File: src/rtl/tank_link_pkg.sv
// Shared definitions for the inter-board tank position link.
// Used by the transmitter (tank_pos_tx / uart_tx_byte) and by the peer's
// receiver, so packet layout and checksum stay identical on both ends.
package tank_link_pkg;

   localparam logic [7:0] SYNC_BYTE = 8'hA5;
   localparam int         PKT_BYTES = 5;
   localparam logic [2:0] LAST_BYTE = 3'(PKT_BYTES - 1);

   // Bit-level sequencing inside one 8N1 byte.
   typedef enum logic [1:0] {
      BIT_IDLE,
      BIT_START,
      BIT_DATA,
      BIT_STOP
   } bit_state_t;

   // Packet-level sequencing across the five bytes.
   typedef enum logic [1:0] {
      PKT_IDLE,
      PKT_SEND,
      PKT_DONE
   } pkt_state_t;

   // Byte 3: select flag plus the two high bits of each coordinate.
   function automatic logic [7:0] pkt_flags(input logic       sel,
                                            input logic [1:0] x_hi,
                                            input logic [1:0] y_hi);
      return {sel, 1'b0, x_hi, y_hi, 2'b00};
   endfunction

   function automatic logic [7:0] pkt_checksum(input logic [7:0] b1,
                                               input logic [7:0] b2,
                                               input logic [7:0] b3);
      return b1 ^ b2 ^ b3;
   endfunction

endpackage

File: src/rtl/uart_tx_byte.sv
// 8N1 byte serialiser.
// Ports:
//   clk, rst     - clock, synchronous active-high reset
//   start        - load tx_byte and begin a frame; honoured when idle or in
//                  the final cycle of a stop bit (back-to-back bytes, no gap)
//   tx_byte      - byte to send, sampled on the start cycle
//   tx           - serial line, registered, idle high
//   done         - high during the final cycle of the stop bit
module uart_tx_byte
   import tank_link_pkg::*;
#(
   parameter int CLKS_PER_BIT = 564
) (
   input  logic       clk,
   input  logic       rst,
   input  logic       start,
   input  logic [7:0] tx_byte,
   output logic       tx,
   output logic       done
);

   localparam int            BW       = $clog2(CLKS_PER_BIT);
   localparam logic [BW-1:0] BAUD_MAX = BW'(CLKS_PER_BIT - 1);

   bit_state_t    state, state_n;
   logic [BW-1:0] baud;
   logic [2:0]    bit_idx;
   logic [7:0]    shreg;
   logic          baud_end;
   logic          load;

   assign baud_end = (baud == BAUD_MAX);
   assign done     = (state == BIT_STOP) && baud_end;
   // Accepting start at the end of a stop bit keeps bytes contiguous.
   assign load     = start && ((state == BIT_IDLE) || done);

   always_comb begin
      state_n = state;
      case (state)
         BIT_IDLE:  if (start) state_n = BIT_START;
         BIT_START: if (baud_end) state_n = BIT_DATA;
         BIT_DATA:  if (baud_end && bit_idx == 3'd7) state_n = BIT_STOP;
         BIT_STOP:  if (baud_end) state_n = start ? BIT_START : BIT_IDLE;
         default:   state_n = BIT_IDLE;
      endcase
   end

   always_ff @(posedge clk) begin
      if (rst) begin
         state   <= BIT_IDLE;
         baud    <= '0;
         bit_idx <= '0;
         shreg   <= '0;
         tx      <= 1'b1;
      end else begin
         state <= state_n;
         if (load) begin
            baud    <= '0;
            bit_idx <= '0;
            shreg   <= tx_byte;
            tx      <= 1'b0;
         end else if (state != BIT_IDLE) begin
            if (baud_end) begin
               baud <= '0;
               case (state)
                  BIT_START: tx <= shreg[0];
                  BIT_DATA: begin
                     if (bit_idx == 3'd7) begin
                        tx <= 1'b1;
                     end else begin
                        bit_idx <= bit_idx + 3'd1;
                        shreg   <= shreg >> 1;
                        tx      <= shreg[1];
                     end
                  end
                  default: tx <= 1'b1;
               endcase
            end else begin
               baud <= baud + 1'b1;
            end
         end
      end
   end

endmodule

File: src/rtl/tank_pos_tx.sv
// Sends the local tank position/select as a 5-byte UART packet on each
// rising edge of vsync: A5, X[7:0], Y[7:0], flags, checksum.
// Ports:
//   clk, rst     - pixel clock, synchronous active-high reset
//   vsync        - frame sync; rising edge while idle starts a packet
//   xpos, ypos   - 10-bit tank position, snapshotted at the trigger
//   select       - select-mode flag, snapshotted at the trigger
//   tx           - 8N1 serial line, idle high
//   busy         - packet in flight (through the done cycle)
//   packet_done  - one-cycle pulse after the last stop bit
module tank_pos_tx
   import tank_link_pkg::*;
#(
   parameter int CLKS_PER_BIT = 564
) (
   input  logic       clk,
   input  logic       rst,
   input  logic       vsync,
   input  logic [9:0] xpos,
   input  logic [9:0] ypos,
   input  logic       select,
   output logic       tx,
   output logic       busy,
   output logic       packet_done
);

   pkt_state_t state, state_n;
   logic       vsync_q;
   logic [9:0] x_q, y_q;
   logic       sel_q;
   logic [2:0] byte_idx;
   logic [2:0] sel_idx;
   logic [7:0] cur_byte;
   logic       byte_done;
   logic       trigger;
   logic       send_next;
   logic       start;

   assign busy        = (state != PKT_IDLE);
   assign packet_done = (state == PKT_DONE);
   assign trigger     = vsync && !vsync_q && !busy;
   assign send_next   = (state == PKT_SEND) && byte_done && (byte_idx != LAST_BYTE);
   assign start       = trigger || send_next;
   // Byte 0 is constant, so the unregistered snapshot on the trigger cycle
   // does not matter.
   assign sel_idx     = trigger ? 3'd0 : byte_idx + 3'd1;

   always_comb begin
      cur_byte = SYNC_BYTE;
      case (sel_idx)
         3'd1:    cur_byte = x_q[7:0];
         3'd2:    cur_byte = y_q[7:0];
         3'd3:    cur_byte = pkt_flags(sel_q, x_q[9:8], y_q[9:8]);
         3'd4:    cur_byte = pkt_checksum(x_q[7:0], y_q[7:0],
                                          pkt_flags(sel_q, x_q[9:8], y_q[9:8]));
         default: cur_byte = SYNC_BYTE;
      endcase
   end

   always_comb begin
      state_n = state;
      case (state)
         PKT_IDLE: if (trigger) state_n = PKT_SEND;
         PKT_SEND: if (byte_done && byte_idx == LAST_BYTE) state_n = PKT_DONE;
         PKT_DONE: state_n = PKT_IDLE;
         default:  state_n = PKT_IDLE;
      endcase
   end

   // Tracks vsync even in reset, so a level already high at release is not
   // mistaken for an edge.
   always_ff @(posedge clk) begin
      vsync_q <= vsync;
   end

   always_ff @(posedge clk) begin
      if (rst) begin
         state    <= PKT_IDLE;
         byte_idx <= '0;
         x_q      <= '0;
         y_q      <= '0;
         sel_q    <= 1'b0;
      end else begin
         state <= state_n;
         if (trigger) begin
            x_q      <= xpos;
            y_q      <= ypos;
            sel_q    <= select;
            byte_idx <= '0;
         end else if (send_next) begin
            byte_idx <= byte_idx + 3'd1;
         end
      end
   end

   uart_tx_byte #(.CLKS_PER_BIT(CLKS_PER_BIT)) u_tx (
      .clk     (clk),
      .rst     (rst),
      .start   (start),
      .tx_byte (cur_byte),
      .tx      (tx),
      .done    (byte_done)
   );

endmodule

File: config.mk
export PLATFORM = sky130hd
export DESIGN_NAME = tank_pos_tx
export DESIGN_NICKNAME = d
export VERILOG_FILES = /design/src/rtl/tank_link_pkg.sv /design/src/rtl/uart_tx_byte.sv /design/src/rtl/tank_pos_tx.sv
export SDC_FILE = /design/constraint.sdc
export NUM_CORES = 1
export LEC_CHECK = 0
export ABC_AREA = 1
export CORE_MARGIN = 2
export CORE_UTILIZATION = 55
export DETAILED_ROUTE_END_ITERATION = 6
export PLACE_DENSITY = 0.77
export SLEW_MARGIN = 20
export SYNTH_ARGS = -nofsm -noshare
export SYNTH_HDL_FRONTEND = slang
export SYNTH_SLANG_ARGS = --single-unit
File: constraint.sdc
create_clock -name clk -period 2.6 [get_ports clk]
set_input_delay 0.52 -clock clk [delete_from_list [all_inputs] [get_ports clk]]
set_output_delay 0.52 -clock clk [all_outputs]
set_load 0.05 [all_outputs]
Yosys cells after proc, flatten, opt, wreduce, memory -nomap -nowiden
Cells that the tools add are included.

Output and inout port bits: 3. Logic and storage cells: 85. Input bits: 24. Flip-flop bits (word level): 51.

Bitwise logic cells: 3. Multiplexer cells: 22. Equal/unequal tests: 20. Reductions and logical operators: 26. Add/sub/neg operators: 3.

Operator list (count): $mux W8 (5); $pmux W8 S4 (1); $xor A8 B8 Y8 (2); $mux W2 (6); $ne A2 B1 Y1 const B (6); $reduce_and A4 Y1 (3); $add A10 B1 Y10 const B (1); $eq A10 B10 Y1 const B (1); $mux W10 (1); $reduce_bool A2 Y1 (5); $eq A3 B3 Y1 const B (3); $logic_and A1 B1 Y1 (8); $pmux W2 S4 (1); $add A3 B1 Y3 const B (2); $eq A2 B2 Y1 const B (3); $eq A3 B2 Y1 const B (2); $mux W1 (5); $eq A2 B1 Y1 const B (2); $logic_not A2 Y1 (2); $pmux W2 S2 (1); $reduce_and A2 Y1 (2); $reduce_or A2 Y1 (2); $eq A3 B1 Y1 const B (1); $mux W3 (1); 6 further kinds (8).

Longest topological paths before layout
Gate-level depths: netlist (run 1).

Depth after elaboration: 8. Gate-level depth with buffers: 14. Gate-level depth less buffers: 14.

Modules after synthesis
From an unflattened synthesis (run 1), not the netlist that was laid out.

Cell total of the unflattened synthesis: 424. Area, all modules: 2964.1 µm².

Modules (own cells, without submodules): tank_pos_tx (instances 1, cells an instance 230, seq. area each 540.5 µm², area an instance 1596.5 µm²); uart_tx_byte (instances 1, cells an instance 194, seq. area each 480.5 µm², area an instance 1367.6 µm²).

Worst setup path after synthesis (run 1)
No wires, ideal clock.

Kind: register to register. From: reg u_tx.state[0]. To: reg u_tx.baud[9]. Cell stages (with the launch flop): 12. Clock period less this slack: 1.734 ns. Path buffers: 1. Arrival: 1.615 ns. Library setup time: 0.119 ns. Data required time: 2.481 ns. Path slack: 0.866 ns. Path through: dfxtp_1 inv_1 ha_1 buf_2 nor2_1 nand3_1 nor2_1 nand3_1 nor2_1 nand2_1 o21ai_1 a21oi_1.

Word-level cells in the longest chain between the ends: 7. Elaborated cells between the ends (all ways): 10. Those cells by class: eq/ne: 1; reduce/logical: 9.

RTL lines: start, declared (RTL line uart_tx_byte.sv:25) `bit_state_t state, state_n;`; start signal, assigned (RTL line uart_tx_byte.sv:56) `state <= state_n;`; $eq A2 B2 Y1 (RTL line uart_tx_byte.sv:33) `assign done = (state == BIT_STOP) && baud_end;`; $logic_and A1 B1 Y1 (RTL line uart_tx_byte.sv:33); $logic_and A1 B1 Y1 (2 in a row) (RTL line tank_pos_tx.sv:42) `assign send_next = (state == PKT_SEND) && byte_done && (byte_idx != LAST_BYTE);`; $logic_or A1 B1 Y1 (RTL line tank_pos_tx.sv:43) `assign start = trigger || send_next;`; $logic_and A1 B1 Y1 (RTL line uart_tx_byte.sv:35) `assign load = start && ((state == BIT_IDLE) || done);`; $reduce_or A2 Y1 (no source line); end signal, assigned (RTL line uart_tx_byte.sv:79) `baud <= baud + 1'b1;`; end, declared (RTL line uart_tx_byte.sv:26) `logic [BW-1:0] baud;`.

Parallel ways exist; a longest one is shown, timed or not. A chain may end at the register's enable or synchronous reset.

Worst setup path in the final report (run 1)
From: reg state[0]. To: out busy.

Word-level cells in the longest chain between the ends: 1.

RTL lines: start, declared (RTL line tank_pos_tx.sv:27) `pkt_state_t state, state_n;`; start signal, assigned (RTL line tank_pos_tx.sv:84) `state <= state_n;`; $reduce_bool A2 Y1 (RTL line tank_pos_tx.sv:39) `assign busy = (state != PKT_IDLE);`; end, declared (RTL line tank_pos_tx.sv:23) `output logic busy,`.

Every way passes these cells.

==> results of run 1 <==
-- state kept, by name (all words and copies together), names as in the netlist --
register,cells
u_tx.baud,10
sel_q,1
y_q,10
state,2
u_tx.tx,1
vsync_q,1
x_q,10
byte_idx,3
u_tx.shreg,8
u_tx.state,2
u_tx.bit_idx,3
-- synth_stat cells --
library cell,n
o21ai_0,31
nor2_4,2
o211ai_1,1
clkbuf_1,6
dfxtp_1,51
o31ai_1,1
nand2_1,99
nand2_4,4
a31oi_1,1
a211oi_1,2
inv_2,5
xor2_1,6
ha_1,9
o21ai_2,1
and2_2,1
buf_6,1
nor2_2,2
nor2_1,43
o41ai_2,1
o22ai_1,1
nor3_2,2
or2_2,1
nor3_1,7
nor2_8,1
xnor2_1,3
a21oi_1,15
or2_4,1
nand4_4,1
buf_2,3
nand4_1,3
nand3_1,48
inv_1,45
nand2_2,3
o21ai_1,3
-- layout make-up --
type                    count  area share
repair buffers             30      0.0908
flip-flops and latches     51       0.319
well taps                  67      0.0262
inverters                  50      0.0587
multi-input cells         293       0.474
clock buffers               8      0.0313
-- path summary, 6_finish.rpt --
path                                  end  depth (start not counted)
max                                  busy                          3
min          u_tx.bit_idx[2]$_SDFFE_PP0P_                          2
max reg2reg    u_tx.shreg[4]$_SDFFE_PP0P_                         11
min reg2reg  u_tx.bit_idx[2]$_SDFFE_PP0P_                          2
-- power groups by stage --
stage	clock network [mW]	registers, mW	logic [mW]
3_5_place_dp	0	0.912	0.461
4_1_cts	0.513	0.894	0.463
6_report	0.503	0.894	0.463
5_1_grt	0.539	0.901	0.530
3_3_place_gp	0	0.910	0.454
2_1_floorplan	0	0.917	0.330
-- through the flow --
step	hold WS [ns]	cell area, µm²	util	setup slack [ns]	power, mW
final	0.472	3200	0.668	0.397	1.86
after global routing	0.486	3200	0.668	0.176	1.97
after CTS	0.473	3200	0.668	0.389	1.87
after detailed placement	0.455	3100	0.647	0.265	1.37
after global placement	0.456	3100	0.647	0.302	1.36
after floorplan	0.436	2770	-	0.866	1.25
-- critical path, cell delays in order (launching register included) --
cell	delay (ns)
dfxtp_1	0.38
inv_1	0.06
nand2_2	0.12
clkdlybuf4s50_1	0.81
-- logic make-up (layout without fill, tap and decap cells) --
group                      count (synthesis)  count (layout)  share of synthesized area
xor gates and xnor gates                   9               9                     0.0284
DFF                                       51              51                      0.368
adders and majority gates                  9               9                     0.0406
AOI/OAI and AO/OA                         57              57                      0.113
and+or+nand+nor                          218             218                      0.364
buffers and inverters                     60              88                     0.0853
-- per-layer routing --
| layer | track usage | vias to the layer above |
|---|---|---|
| met5 | 0 | - |
| met4 | 0.0734 | 0 |
| met3 | 0.0442 | 7 |
| met2 | 0.376 | 65 |
| met1 | 0.318 | 1138 |
| li1 | - | 1354 |
==> metrics.cfg, run 1 <==
[clock_tree]
cts_tree=built
htree_levels=2
clock_path_buffers=2
clock-sinks=51
cts_root_buffer=clkbuf_8
cts_hold_buffers=0
cts_inserted_buffers=5
clock_latency_ns=0.31
clk_pin_slew_ns=0.09
post_cts.repair.setup_buffers=0
cts_resized=0

[grt]
track_usage=0.234
grt_pass1_vias=2304
grt_start_max_net_pins=17
antenna_found_initial=0
overflow=0
grt_pass1_wl_um=10100

[detailed_routing]
dr.pass1.iters=5
top_layer_used=met4
route.met2.wl_um=2730
drc=0
met3_length_um=301
wl_met1_um=2780
ant_nets=0
num_vias=2564
routed_wl_um=5880
wire_per_inst_um=11.8
drt_iter0_markers=188
avgViaCountPerCell=5.14

[pwr]
leakage_nw=1.40
power.density_mw_per_mm2=582
p_seq_frac=0.481
ir_worst_vdd_v=0.000421
intPower_mw=1.27
pwr-share-comb=0.249
clock_power_share=0.270
power.switching_uw=595
swShare=0.320

[timing]
rsz0062_at_grt=false
tightest_slew_ns=0.673
finalHoldViolCount=0
period_minus_slack_ns=2.20
setup_viol=0
fmax_mhz=454
fin_skew_ns=0.00761
period_share=0.847
fin_setup_tns_ns=0
maxSlewViolCount=0
slew_headroom=0.548

[die]
dieArea_mm2=0.00562
std_cell_rows=25
start_util=0.579
die_height_um=75.0
fp.dieW_um=75.0
boundaryPins=27
core_mm2=0.00479

[cells_and_area]
final_common_cell=nand2_1
fin_cells=499
regArea_mm2=0.00102
fin_nets=464
final.fill_count=445
syn2layout_area_growth_pct=15.4
antenna_cells=0
multi_input_area_mm2=0.00151
drive_gt1_frac=0.0833
most-common-layout-cells=nand2_1 (99), dfxtp_1 (51), nand3_1 (48), inv_1 (45), nor2_1 (43)

[hold_path]
min_from=u_tx.bit_idx[2]$_SDFFE_PP0P_
min_path_type=flop to flop

[synth]
syn_nets=437
synth.area.top_cells=dfxtp_1 (37%), nand2_1 (13%), nand3_1 (8.7%)
yosysSeqAreaShare=0.368
synth_top_area_cell=dfxtp_1
netlist_area_mm2=0.00277
synth_seq_cells=51
netlist.area_leader.share=0.368
synth_area_per_cell_um2=6.86
synthCells=404
synth_cell_types=34
yosysWarnings=0

[worst_setup_path]
cp-startpoint=state[0]$_SDFFE_PP0P_
crit_fanout=4
required_ns=2.08
arrival_ns=1.68
critPathLaunchType=flop
path_class=flop to output pin
endpoint_kind=output pin
reg2reg_from=byte_idx[0]$_SDFFE_PP0P_
rrSetupSlack_ns=0.48

[placed_design]
placed_cells=491
port_buffers=26
dp.final_hpwl_um=4520
globalplace.congestion=0.862

[outcome]
status=complete, no violations

[job]
maxCapViolCount=0

(Power assumes the default switching activity.)
==> run 2, diff against run 1 <==
--- a/config.mk
+++ b/config.mk
@@ -7,9 +7,9 @@
 export LEC_CHECK = 0
 export ABC_AREA = 1
 export CORE_MARGIN = 2
-export CORE_UTILIZATION = 55
+export CORE_UTILIZATION = 51
 export DETAILED_ROUTE_END_ITERATION = 6
-export PLACE_DENSITY = 0.77
+export PLACE_DENSITY = 0.75
 export SLEW_MARGIN = 20
 export SYNTH_ARGS = -nofsm -noshare
 export SYNTH_HDL_FRONTEND = slang
==> constraint.sdc (replaced) <==
create_clock -name clk -period 2 [get_ports clk]
set_input_delay 0.4 -clock clk [delete_from_list [all_inputs] [get_ports clk]]
set_output_delay 0.4 -clock clk [all_outputs]
set_load 0.05 [all_outputs]
==> metrics.cfg, run 2 (synthesis results as in run 1) <==
[outcome]
status=complete, no violations  ; unchanged

[grt]
track_usage=0.218  ; was 0.234
grt_pass1_vias=2573  ; was 2,304
grt_start_max_net_pins=16  ; was 17
antenna_found_initial=0  ; unchanged
grt_pass1_wl_um=10800  ; was 10,100 µm
overflow=0  ; unchanged

[hold_path]
holdPathStages=2  ; unchanged
min_to=u_tx.shreg[7]$_SDFFE_PP0P_  ; was u_tx.bit_idx[2]$_SDFFE_PP0P_
min_from=u_tx.shreg[7]$_SDFFE_PP0P_  ; was u_tx.bit_idx[2]$_SDFFE_PP0P_
min_path_type=flop to flop  ; unchanged

[timing]
setup_viol=0  ; unchanged
fin_skew_ns=0.00823  ; was 0.00761 ns
fmax_mhz=543
rsz0062_at_grt=true  ; was false
period_minus_slack_ns=1.84
slew_headroom=0.675  ; was 0.548
tightest_slew_ns=0.486  ; was 0.673 ns
period_share=0.921
finalHoldViolCount=0  ; unchanged
maxSlewViolCount=0  ; unchanged

[clock_tree]
clk_pin_slew_ns=0.09  ; about the same
clock_path_buffers=2  ; unchanged
clock-sinks=51  ; unchanged
htree_levels=2  ; unchanged
cts_inserted_buffers=5  ; unchanged
cts_resized=0  ; unchanged
cts_root_buffer=clkbuf_8  ; unchanged
cts_hold_buffers=0  ; unchanged
cts_tree=built  ; unchanged
post_cts.repair.setup_buffers=0  ; unchanged
clock_latency_ns=0.30  ; was 0.31 ns

[worst_setup_path]
path_class=flop to output pin  ; unchanged
rrSetupSlack_ns=0.18  ; was 0.48 ns
cp_cell_sequence=clkdlybuf4s50_1  ; was inv_1, nand2_2, clkdlybuf4s50_1
crit_fanout=2  ; was 4
required_ns=1.60  ; was 2.08 ns
endpoint_kind=output pin  ; unchanged
max_stage_delay_ns=0.80  ; was 0.81 ns
reg2reg_from=byte_idx[0]$_SDFFE_PP0P_  ; unchanged
r2r_cells=11  ; unchanged
arrival_ns=1.44  ; was 1.68 ns
cp-startpoint=u_tx.tx$_SDFFE_PP1P_  ; was state[0]$_SDFFE_PP0P_
critPathLaunchType=flop  ; unchanged
cp_top_family=buffers and inverters  ; unchanged
crit_slowest_cell=clkdlybuf4s50_1  ; unchanged
cp_num_buf_inv=1  ; was 2
reg2reg_to=u_tx.shreg[4]$_SDFFE_PP0P_  ; unchanged

[pwr]
leakage_nw=1.47  ; was 1.40 nW
ir_worst_vdd_v=0.000517  ; was 0.000421 V
power.density_mw_per_mm2=741  ; was 582 mW/mm²

[cells_and_area]
final_common_cell=nand2_1  ; unchanged
stdcell_area_mm2=0.00334  ; was 0.00320 mm²
fin_cells=516  ; was 499
drive_gt1_frac=0.132  ; was 0.0833
final.fill_count=472  ; was 445
antenna_cells=0  ; unchanged
reg_top3=u_tx.baud: 10 flops, x_q: 10 flops, y_q: 10 flops  ; unchanged
syn2layout_area_growth_pct=20.4  ; was 15.4%
most-common-layout-cells=nand2_1 (98), dfxtp_1 (49), nand3_1 (48), inv_1 (45), nor2_1 (41)  ; was nand2_1 (99), dfxtp_1 (51), nand3_1 (48), inv_1 (45), nor2_1 (43)
fin_nets=478  ; was 464

[detailed_routing]
dr.pass1.iters=4  ; was 5
num_vias=2643  ; was 2,564
drt_iter0_markers=110  ; was 188
avgViaCountPerCell=5.12  ; was 5.14
drc=0  ; unchanged
wire_per_inst_um=11.7  ; was 11.8 µm
ant_nets=0  ; unchanged
routed_wl_um=6050  ; was 5880 µm

[placed_design]
place_area_mm2=0.00321  ; was 0.00310 mm²
globalplace.congestion=0.859  ; was 0.862
dp.final_hpwl_um=4740  ; was 4520 µm
port_buffers=26  ; unchanged
placed_cells=508  ; was 491

[die]
core_mm2=0.00517  ; was 0.00479 mm²
boundaryPins=27  ; unchanged
die_height_um=77.7  ; was 75.0 µm
fp.dieW_um=77.7  ; was 75.0 µm
std_cell_rows=26  ; was 25
start_util=0.536  ; was 0.579
dieArea_mm2=0.00604  ; was 0.00562 mm²

[job]
maxCapViolCount=0  ; unchanged

[run 2: layer usage]
metal  up-vias  track usage  part of all wire
li1       1379            -                 -
met1      1223        0.277              0.47
met2        37        0.381              0.49
met3         4       0.0407             0.030
met4         0       0.0536            0.0079
met5         -            0                 0
[run 2: metrics by stage]
step / worst slack [ns] / TNS [ns] / hold slack (ns) / total power [mW] / util
global route: -0.00980 / -0.00980 / 0.498 / 2.64 / 0.645
global placement: -0.0441 / -0.164 / 0.446 / 1.82 / 0.621
CTS: 0.0541 / 0 / 0.476 / 2.48 / 0.641
finish: 0.158 / 0 / 0.473 / 2.47 / 0.645
detailed placement: -0.0799 / -0.795 / 0.455 / 1.83 / 0.621
floorplan: 0.266 / 0 / 0.428 / 1.62 / -
[run 2: layout make-up]
cell class	count	area, µm²	area share
multi-input combinational	293	1530	0.460
sequential	51	1020	0.307
timing repair buffer	44	403	0.121
inverter	50	188	0.0563
clock buffer	8	100	0.0300
tap	70	87.6	0.0263
[run 2: worst max-delay path by stage]
stage,slack [ns],end,cells after the start
floorplan,0.27,u_tx.baud[9]$_SDFFE_PP0N_,11
detailed placement,-0.08,u_tx.shreg[6]$_SDFFE_PP0P_,12
CTS,0.05,u_tx.shreg[4]$_SDFFE_PP0P_,11
finish,0.16,tx,1
global route,-0.01,u_tx.shreg[5]$_SDFFE_PP0P_,11
global placement,-0.04,u_tx.shreg[4]$_SDFFE_PP0P_,11
[run 2: worst reg2reg max path, delay by kind of cell (launching register included)]
family / cells / cell delay (ns)
and+or+nand+nor: 8 / 0.89
DFF: 1 / 0.37
adders and majority gates: 1 / 0.31
buffers and inverters: 1 / 0.07
AOI/OAI and AO/OA: 1 / 0.13
[run 2: report_power, final]
part           total, mW  internal (mW)  switching [mW]
clock              0.644          0.316           0.328
combinational      0.665          0.273           0.392
sequential          1.16           1.10          0.0595
==> run 3, diff against run 2 <==
--- a/config.mk
+++ b/config.mk
@@ -6,6 +6,7 @@
 export NUM_CORES = 1
 export LEC_CHECK = 0
 export ABC_AREA = 1
+export CORE_ASPECT_RATIO = 1.25
 export CORE_MARGIN = 2
 export CORE_UTILIZATION = 51
 export DETAILED_ROUTE_END_ITERATION = 6
==> metrics.cfg, run 3 (synthesis results as in run 1) <==
[placed_design]
port_buffers=26  ; unchanged
globalplace.congestion=0.926  ; was 0.859
place_area_mm2=0.00325  ; was 0.00321 mm²
dp.final_hpwl_um=4700  ; was 4740 µm
placed_cells=508  ; unchanged

[grt]
grt_pass1_vias=2535  ; was 2,573
grt_start_max_net_pins=23  ; was 16
track_usage=0.212  ; was 0.218
overflow=0  ; unchanged
antenna_found_initial=0  ; unchanged
grt_pass1_wl_um=10500  ; was 10,800 µm

[timing]
fmax_mhz=536  ; was 543 MHz
fin_skew_ns=0.0136  ; was 0.00823 ns
period_minus_slack_ns=1.87  ; was 1.84 ns
tightest_slew_ns=0.495  ; was 0.486 ns
period_share=0.933  ; was 0.921
whs_ns=0.467  ; was 0.473 ns
setup_viol=0  ; unchanged
maxSlewViolCount=0  ; unchanged
slew_headroom=0.669  ; was 0.675
finalHoldViolCount=0  ; unchanged
rsz0062_at_grt=false  ; was true
fin_setup_tns_ns=0  ; unchanged

[pwr]
p_seq_frac=0.462  ; was 0.471
leakage_nw=1.50  ; was 1.47 nW
pwr-share-comb=0.282  ; was 0.269
power.density_mw_per_mm2=742  ; was 741 mW/mm²
intPower_mw=1.69  ; about the same
power.switching_uw=824  ; was 779 µW
swShare=0.328  ; was 0.315
ir_worst_vdd_v=0.000387  ; was 0.000517 V
finalPower_mw=2.51  ; was 2.47 mW
clock_power_share=0.257  ; was 0.260

[clock_tree]
cts_tree=built  ; unchanged
cts_root_buffer=clkbuf_8  ; unchanged
clock-sinks=51  ; unchanged
cts_hold_buffers=0  ; unchanged
cts_inserted_buffers=5  ; unchanged
htree_levels=2  ; unchanged
clock_path_buffers=2  ; unchanged
clock_latency_ns=0.31  ; was 0.30 ns
clk_pin_slew_ns=0.10  ; was 0.09 ns

[detailed_routing]
routed_wl_um=6030  ; was 6050 µm
dr.pass1.iters=4  ; unchanged
drt_iter0_markers=96  ; was 110
wire_per_inst_um=11.7  ; about the same
drc=0  ; unchanged
num_vias=2631  ; was 2,643
avgViaCountPerCell=5.10  ; was 5.12
ant_nets=0  ; unchanged

[die]
std_cell_rows=30  ; was 26
dieArea_mm2=0.00604  ; about the same
die_height_um=86.4  ; was 77.7 µm
boundaryPins=27  ; unchanged
core_mm2=0.00533  ; was 0.00517 mm²
fp.dieW_um=69.9  ; was 77.7 µm
start_util=0.520  ; was 0.536

[hold_path]
min_path_type=flop to flop  ; unchanged

[cells_and_area]
syn2layout_area_growth_pct=22.2  ; was 20.4%
reg_top3=u_tx.baud: 10 flops, x_q: 10 flops, y_q: 10 flops  ; unchanged
drive_gt1_frac=0.157  ; was 0.132
fin_cells=516  ; unchanged
most-common-layout-cells=nand2_1 (97), dfxtp_1 (49), nand3_1 (48), inv_1 (45), nor2_1 (38)  ; was nand2_1 (98), dfxtp_1 (49), nand3_1 (48), inv_1 (45), nor2_1 (41)
final_common_cell=nand2_1  ; unchanged
fin_nets=484  ; was 478
stdcell_area_mm2=0.00339  ; was 0.00334 mm²
antenna_cells=0  ; unchanged

[worst_setup_path]
critPathLaunchType=flop  ; unchanged
path_class=flop to output pin  ; unchanged
cp_num_buf_inv=1  ; unchanged
cp_top_family=buffers and inverters  ; unchanged
endpoint_kind=output pin  ; unchanged
crit_fanout=2  ; unchanged
arrival_ns=1.47  ; was 1.44 ns
max_stage_delay_ns=0.80  ; about the same
crit_slowest_cell=clkdlybuf4s50_1  ; unchanged
cp_cell_sequence=clkdlybuf4s50_1  ; unchanged
required_ns=1.60  ; about the same

[outcome]
status=complete, no violations  ; unchanged

[job]
maxCapViolCount=0  ; unchanged

run 3: changes by cell type in the layout (fill, tap and decap cells not counted):
cell / before / now
buf_4: 19 / 25
clkinvlp_4: 0 / 1
nor3_2: 2 / 3
clkbuf_1: 1 / 0
clkinv_4: 0 / 1
nor3_1: 7 / 6
clkbuf_8: 7 / 6
nor2_1: 41 / 38
o21ai_0: 31 / 30
o21ai_1: 3 / 4
nor2_2: 3 / 6
nand2_1: 98 / 97
nand2_2: 4 / 5
run 3: final timing paths:
path / slack [ns] / startpoint / to / cells after the start
hold / removal: 0.47 / u_tx.bit_idx[1]$_SDFFE_PP0P_ / u_tx.bit_idx[1]$_SDFFE_PP0P_ / 2
setup / recovery: 0.13 / u_tx.tx$_SDFFE_PP1P_ / tx / 1
setup reg to reg: 0.19 / byte_idx[0]$_SDFFE_PP0P_ / u_tx.shreg[5]$_SDFFE_PP0P_ / 11
hold reg to reg: 0.47 / u_tx.bit_idx[1]$_SDFFE_PP0P_ / u_tx.bit_idx[1]$_SDFFE_PP0P_ / 2
run 3: repair_timing:
item                                    CTS  global route
resized for setup                         0            14
setup buffers                             0             0
endpoints found under the setup margin    0            10
run 3: power groups by stage:
stage               clock network, mW  registers [mW]  logic [mW]
floorplan                           0            1.19       0.430
global placement                    0            1.18       0.675
detailed placement                  0            1.18       0.688
CTS                             0.660            1.16       0.694
global route                    0.700            1.17       0.792
finish                          0.645            1.16       0.708
run 3: through the flow:
stage / util / setup WS [ns]
2_1_floorplan: - / 0.266
3_3_place_gp: 0.610 / -0.0820
3_5_place_dp: 0.610 / -0.111
4_1_cts: 0.628 / 0.0207
5_1_grt: 0.635 / 0.00365
6_report: 0.635 / 0.134
run 3: routing by layer:
| layer | part of all wire | vias to the layer above | GRT usage |
|---|---|---|---|
| met1 | 0.41 | 1181 | 0.227 |
| met4 | 0.025 | 0 | 0.0839 |
| met3 | 0.033 | 14 | 0.0372 |
| li1 | - | 1389 | - |
| met2 | 0.53 | 47 | 0.410 |
| met5 | 0 | - | 0 |
run 3: cell type report:
type / count / area [µm²]
Inverter: 50 / 188
Timing Repair Buffer: 50 / 448
Tap cell: 64 / 80.1
Clock inverter: 2 / 16.3
Clock buffer: 6 / 82.6
Sequential cell: 51 / 1020
Fill cell: 488 / 1940
Multi-Input combinational cell: 293 / 1550
